### src/rtl/rr_onehot_arbiter.sv
// rtl/rr_onehot_arbiter.sv - round-robin arbiter with registered one-hot/binary grant and hold timeout
//
// Shares one resource among N requesters. The grant is registered, held until the
// owner pulses release_i (or MAX_HOLD cycles elapse), then re-arbitrated in the same
// cycle so back-to-back grants have no idle bubble.
//
// Ports:
//   clk          in   1      clock, all logic on posedge
//   rst          in   1      synchronous reset, active-high
//   req          in   N      level-sensitive request vector
//   release_i    in   1      owner done pulse while grant_valid=1
//   grant_onehot out  N      registered one-hot grant, zero when idle
//   grant_idx    out  IDX_W  binary index of grant_onehot, zero when idle
//   grant_valid  out  1      high while a grant is held
//   timeout      out  1      one-cycle pulse after a forced (MAX_HOLD) release
module rr_onehot_arbiter #(
  parameter int N        = 4,
  parameter int IDX_W    = $clog2(N),
  parameter int MAX_HOLD = 0
) (
  input  logic             clk,
  input  logic             rst,
  input  logic [N-1:0]     req,
  input  logic             release_i,
  output logic [N-1:0]     grant_onehot,
  output logic [IDX_W-1:0] grant_idx,
  output logic             grant_valid,
  output logic             timeout
);

  localparam int HC_W = (MAX_HOLD > 1) ? $clog2(MAX_HOLD) : 1;
  localparam logic [HC_W-1:0]  HOLD_LAST = (MAX_HOLD > 0) ? HC_W'(MAX_HOLD - 1) : '0;
  localparam logic [IDX_W-1:0] LAST_IDX  = IDX_W'(N - 1);
  localparam logic [N-1:0]     OH_ONE    = N'(1);

  typedef enum logic {IDLE, BUSY} state_t;

  state_t           state_q, state_d;
  logic [IDX_W-1:0] ptr_q, ptr_d;
  logic [HC_W-1:0]  hold_cnt_q, hold_cnt_d;
  logic [N-1:0]     grant_oh_q, grant_oh_d;
  logic [IDX_W-1:0] grant_idx_q, grant_idx_d;
  logic             timeout_q, timeout_d;

  logic [IDX_W-1:0] ptr_next;
  logic [IDX_W-1:0] search_start;
  logic             hold_limit;
  logic             rel_eff;
  logic             win_found;
  logic [IDX_W-1:0] win_idx;

  // Pointer after the current owner releases; wraps mod N so indices >= N never occur.
  assign ptr_next     = (grant_idx_q == LAST_IDX) ? '0 : grant_idx_q + IDX_W'(1);
  // While busy, the search for the successor already uses the post-release pointer.
  assign search_start = (state_q == BUSY) ? ptr_next : ptr_q;
  assign hold_limit   = (MAX_HOLD != 0) && (hold_cnt_q == HOLD_LAST);
  assign rel_eff      = (state_q == BUSY) && (release_i || hold_limit);

  always_comb begin
    win_found = 1'b0;
    win_idx   = '0;
    for (int j = 0; j < N; j++) begin
      int cand;
      cand = int'(search_start) + j;
      if (cand >= N) cand = cand - N;
      if (!win_found && req[cand]) begin
        win_found = 1'b1;
        win_idx   = IDX_W'(cand);
      end
    end
  end

  always_comb begin
    state_d     = state_q;
    ptr_d       = ptr_q;
    hold_cnt_d  = hold_cnt_q;
    grant_oh_d  = grant_oh_q;
    grant_idx_d = grant_idx_q;
    timeout_d   = 1'b0;
    case (state_q)
      IDLE: begin
        if (win_found) begin
          state_d     = BUSY;
          grant_idx_d = win_idx;
          grant_oh_d  = OH_ONE << win_idx;
          hold_cnt_d  = '0;
        end
      end
      BUSY: begin
        if (rel_eff) begin
          ptr_d      = ptr_next;
          hold_cnt_d = '0;
          // A release requested on the limit cycle counts as normal, not a timeout.
          timeout_d  = hold_limit && !release_i;
          if (win_found) begin
            grant_idx_d = win_idx;
            grant_oh_d  = OH_ONE << win_idx;
          end else begin
            state_d     = IDLE;
            grant_idx_d = '0;
            grant_oh_d  = '0;
          end
        end else begin
          hold_cnt_d = hold_cnt_q + HC_W'(1);
        end
      end
      default: state_d = IDLE;
    endcase
  end

  always_ff @(posedge clk) begin
    if (rst) begin
      state_q     <= IDLE;
      ptr_q       <= '0;
      hold_cnt_q  <= '0;
      grant_oh_q  <= '0;
      grant_idx_q <= '0;
      timeout_q   <= 1'b0;
    end else begin
      state_q     <= state_d;
      ptr_q       <= ptr_d;
      hold_cnt_q  <= hold_cnt_d;
      grant_oh_q  <= grant_oh_d;
      grant_idx_q <= grant_idx_d;
      timeout_q   <= timeout_d;
    end
  end

  assign grant_onehot = grant_oh_q;
  assign grant_idx    = grant_idx_q;
  assign grant_valid  = (state_q == BUSY);
  assign timeout      = timeout_q;

endmodule

### config.mk
export PLATFORM = sky130hd
export DESIGN_NAME = rr_onehot_arbiter
export DESIGN_NICKNAME = d
export VERILOG_FILES = /design/src/rtl/rr_onehot_arbiter.sv
export SDC_FILE = /design/constraint.sdc
export NUM_CORES = 1
export LEC_CHECK = 0
export ABC_AREA = 1
export BUFFER_PORTS_ARGS = -buffer_cell sky130_fd_sc_hd__buf_4
export CAP_MARGIN = 10
export CORE_UTILIZATION = 54
export DETAILED_ROUTE_END_ITERATION = 6
export GPL_ROUTABILITY_DRIVEN = 0
export GPL_TIMING_DRIVEN = 0
export PLACE_DENSITY = 0.77
export SYNTH_ARGS = -nofsm -noshare
export SYNTH_HDL_FRONTEND = slang
export SYNTH_SLANG_ARGS = --single-unit
### constraint.sdc
create_clock -name clk -period 2.5 [get_ports clk]
set_input_delay 0.25 -clock clk [delete_from_list [all_inputs] [get_ports clk]]
set_output_delay 0.25 -clock clk [all_outputs]
set_load 0.005 [all_outputs]
* After elaboration in Yosys (flattened, before gate mapping)
Cells that the tools add are included.
** Word-level totals
- Logic and storage cells :: 71
- ROM bits :: 0
- Flip-flop bits (word level) :: 9
- Input bits :: 7
- Latch bits :: 0
- Memories :: 0
- Output and inout port bits :: 8
- Bits in writable memories :: 0
** Operators by class
- Reduce and logical (&&, ||, !) cells :: 9
- Add/subtract/negate cells :: 8
- Eq/ne operators :: 3
- $lt $le $gt $ge :: 8
- Shift operators :: 1
- Div/mod/pow operators :: 0
- Multipliers :: 0
- Bitwise operators :: 1
- Multiplexer cells :: 37
** Operators with widths (count)
- $lt 32x4->1 const B :: 4
- $mux 32 :: 4
- $mux 2 :: 9
- $mux 1 :: 14
- $mux 4 :: 3
- $sub 3x3->4 const B :: 3
- $ge 3x3->1 const B :: 3
- $bmux 1 s2 :: 4
- $pmux 4 s2 :: 1
- $add 2x2->3 const B :: 2
- $logic_and 1x1->1 :: 4
- $pmux 2 s2 :: 1
- $reduce_and 2->1 :: 2
- $shl 1x2->4 const A :: 1
- $sub 2x3->4 const B :: 1
- $add 2x1->3 const B :: 1
- $ge 2x3->1 const B :: 1
- $logic_not 1->1 :: 3
- $add 2x1->2 const B :: 1
- $eq 2x2->1 const B :: 1
- $ne 2x1->1 const B :: 1
- $ne 2x2->1 const B :: 1
- $pmux 1 s2 :: 1
- $not 1->1 :: 1

* Longest topological paths before layout
- Word-level depth :: 22
- Gate-level depth with buffers :: 15
- Mapped depth without buffers :: 14

* Worst setup path after synthesis
OpenSTA, ideal clock, no wires.
- Kind :: register -> register
- From :: register grant_idx_q[0], in the netlist grant_idx[0]
- To :: register grant_oh_q[0], in the netlist grant_onehot[0]
- Path buffers :: 0
- Path slack :: 705 ps
- Library setup time :: 70 ps
- Period minus slack after synthesis :: 1795 ps
- Stages on the path, launching flop included :: 15
- Required time :: 2430 ps
- Data arrival time :: 1725 ps
- Path through :: dfxtp_1 -> ha_1 -> inv_1 -> nand2_1 -> nand2_1 -> nand3_1 -> nand2_2 -> nand2_1 -> nand2_1 -> nand4_2 -> nand2_2 -> nand2_4 -> clkinv_2 -> nand2_1 -> a21oi_1
** On the way
- Longest elaborated chain between the ends :: 22
- Elaborated cells on any way between the ends :: 52
- Classes of those cells :: 8 x add/sub; 4 x order compare; 2 x eq/ne; 1 x shift; 30 x mux; 7 x reduce/logical
** Ends and longest elaborated chain
- from (decl) :: RTL line 42 : logic [IDX_W-1:0] grant_idx_q, grant_idx_d;
- from (signal assigned) :: RTL line 124 : grant_idx_q <= grant_idx_d;
- $add 2x1->2 or $eq 2x2->1 (tied branches) :: RTL line 53 : assign ptr_next = (grant_idx_q == LAST_IDX) ? '0 : grant_idx_q + IDX_W'(1);
- $mux 2 (*) :: RTL line 53
- via ptr_next[1] :: RTL line 45 : logic [IDX_W-1:0] ptr_next;
- $mux 2 (*) :: RTL line 55 : assign search_start = (state_q == BUSY) ? ptr_next : ptr_q;
- branches (longest 19 deep; another with $sub 3x3->4)
- to (signal assigned) :: RTL line 123 : grant_oh_q <= grant_oh_d;
- to (decl) :: RTL line 41 : logic [N-1:0] grant_oh_q, grant_oh_d;
Mark *: on every way through the listed nets, which the timed path passes. The select of a mux whose other input is x is not followed.
A chain may end at the register's enable or synchronous reset.

* Final worst setup path
- From :: register grant_idx_q[0], in the netlist grant_idx[0]
- To :: register grant_oh_q[1], in the netlist grant_onehot[1]
Same word-level chain as after synthesis.

==> flow_summary.toml <==
[timing]
final-setup-viol-count = 0
timing.fmax_ghz = 0.478
rsz0062_at_grt = "no"
final_hold_viol_count = 0
fin_hold_ws_ps = 193
clock-skew-final_ps = 1.35
fin_crit_ps = 2090
fin_setup_tns_ps = 0
maxSlewViolCount = 0
finalCritPeriodShare = 0.837

[cts]
clk_path_buf_depth = 2
post-cts-setup-buffers = 0
clkSlewWorstSetupHoldPaths_ps = 60
numCtsBuffers = 3
hold_buffers = 0
clkLatencyLatePin_ps = 260
htreeDepth = 1
cts_root_buf = "clkbuf_4"
cts.sinks = 9
cts_tree = "yes"
ctsResizeCount = 0

[logic_synthesis]
synthDistinctLibCells = 21
seq_area_frac_synth = 0.215
syn_inst = 143
ys_seq_elements = 9
synth_area_per_cell_um2 = 5.86
yosysWarnings = 0
syn_nets = 151
netlist_area_um2 = 838

[die]
die_w_um = 41.4
core_area_um2 = 1370
num_io_pins = 15
fp-row-count = 13
die_h_um = 41.4
start_util = 0.614
die_area_um2 = 1710

[placed_design]
dp_hpwl_mm = 1.51
port_buffers = 13

[drt]
route.detailed.drc = 0
ant_nets = 0
wl_mm = 1.84
avgViaCountPerCell = 5.40
num_vias = 945
wl_per_cell_um = 10.5
dr.pass1.iters = 4
dr.first_iter.drc_count = 23

[final_layout]
area_growth_pct = 17.0
antennaDiodeCount = 0
layout_commonest_cell = "nand2_1"
drive_gt1_frac = 0.238
final_cell_mix = "nand2_1, nand3_1, buf_4"
nets = 169

[run]
drv_cap = 0

[power_and_ir_drop]
switching_share = 0.450
p_int_mw = 0.370
power.density_nw_per_um2 = 685
p_leak_nw = 0.541
power_frac_comb = 0.562
p_clk_frac = 0.164
p_seq_frac = 0.274
switchingPower_mw = 0.302
ir_drop_mv = 0.415

[grt]
grt_pass1_vias = 780
grt_util_all_layers = 0.232
grt_max_degree = 11
antenna_found_initial = 0
grt_pass1_wl_mm = 3.17
grt_overflow = 0

[critical_path]
critPathKind = "reg -> reg"
arrival_ps = 2280
cp.required_ps = 2690
critPathMaxFanout = 7
end_kind = "flop"
critPathLaunchType = "flop"

[run_status]
status = "complete, no violations"

[hold_path]
min_path_type = "in -> reg"
logic make-up (layout without fill, tap and decap cells):
| kind of cell | count (synthesis) | after routing | share of synthesized area |
|---|---|---|---|
| AND/OR/NAND/NOR | 99 | 99 | 0.563 |
| buffers and inverters | 18 | 35 | 0.106 |
| AO/OA/AOI/OAI | 15 | 15 | 0.0970 |
| flip-flops | 9 | 9 | 0.215 |
| adder cells (fa/ha/maj) | 1 | 1 | 0.0149 |
| other | 1 | 1 | 0.00447 |
critical path, stage by stage (launching register included):
cell      delay [ps]
dfxtp_1          410
ha_1             290
inv_1             60
nand2_1           40
nand2_1          220
nand3_1          120
nand2_2          120
nand2_1           60
nand2_1          110
nand4_2          150
nand2_2          110
nand2_4           60
clkinv_2          80
nand2_1           50
a21oi_1          140
worst paths after layout:
kind,start,to,slack (ps),cells past startpoint
max,grant_idx[0],grant_onehot[1],410,14
min,rst,grant_idx[0],190,2
max reg2reg,grant_idx[0],grant_onehot[1],410,14
min reg2reg,grant_onehot[2],grant_onehot[2],460,2
per-layer routing:
metal  wire, um  vias to the layer above  GRT usage
met1        856                      415      0.294
li1           -                      497          -
met3         64                        6     0.0261
met4         42                        0      0.116
met2        870                       27      0.388
met5          0                        -          0
metrics by stage:
step / total power, mW / setup WS [ps] / cell area [um^2] / util / std cells
after global placement: 0.554 / 463 / 955 / 0.699 / 171
after floorplan: 0.464 / 705 / 838 / - / 143
final: 0.672 / 408 / 981 / 0.718 / 175
after global routing: 0.738 / 167 / 981 / 0.718 / 175
after CTS: 0.675 / 409 / 981 / 0.718 / 175
after detailed placement: 0.561 / 435 / 955 / 0.699 / 171
power by group through the flow:
stage                     clock network [mW]  registers (mW)  logic [mW]
after CTS                              0.116           0.184       0.375
final                                  0.110           0.184       0.378
after floorplan                            0           0.186       0.278
after global routing                   0.122           0.187       0.429
after global placement                     0           0.186       0.368
after detailed placement                   0           0.187       0.374
cell type report:
cell class                 count  area [um^2]
buffer                         4         35.0
clock buffer                   4         26.3
fill                         134          385
inverter                      14         53.8
multi-input combinational    116          569
sequential                     9          180
tap                           15         18.8
timing repair buffer          13         97.6
registers in the layout, summed over array words and instances, names as in the netlist:
| signal | cells |
|---|---|
| grant_valid | 1 |
| ptr_q | 2 |
| grant_onehot | 4 |
| grant_idx | 2 |
cell usage after synthesis (all sizes together):
master,number,area share
nand2,57,0.30
nand3,29,0.19
inv,13,0.058
nor2,10,0.045
a21oi,9,0.054
dfxtp,9,0.21
o21ai,5,0.030
buf,4,0.042
nand4,2,0.022
a21boi,1,0.013
clkinv,1,0.0060
conb,1,0.0045
ha,1,0.015
or2,1,0.0075
Power figures use the tool's default switching activity.
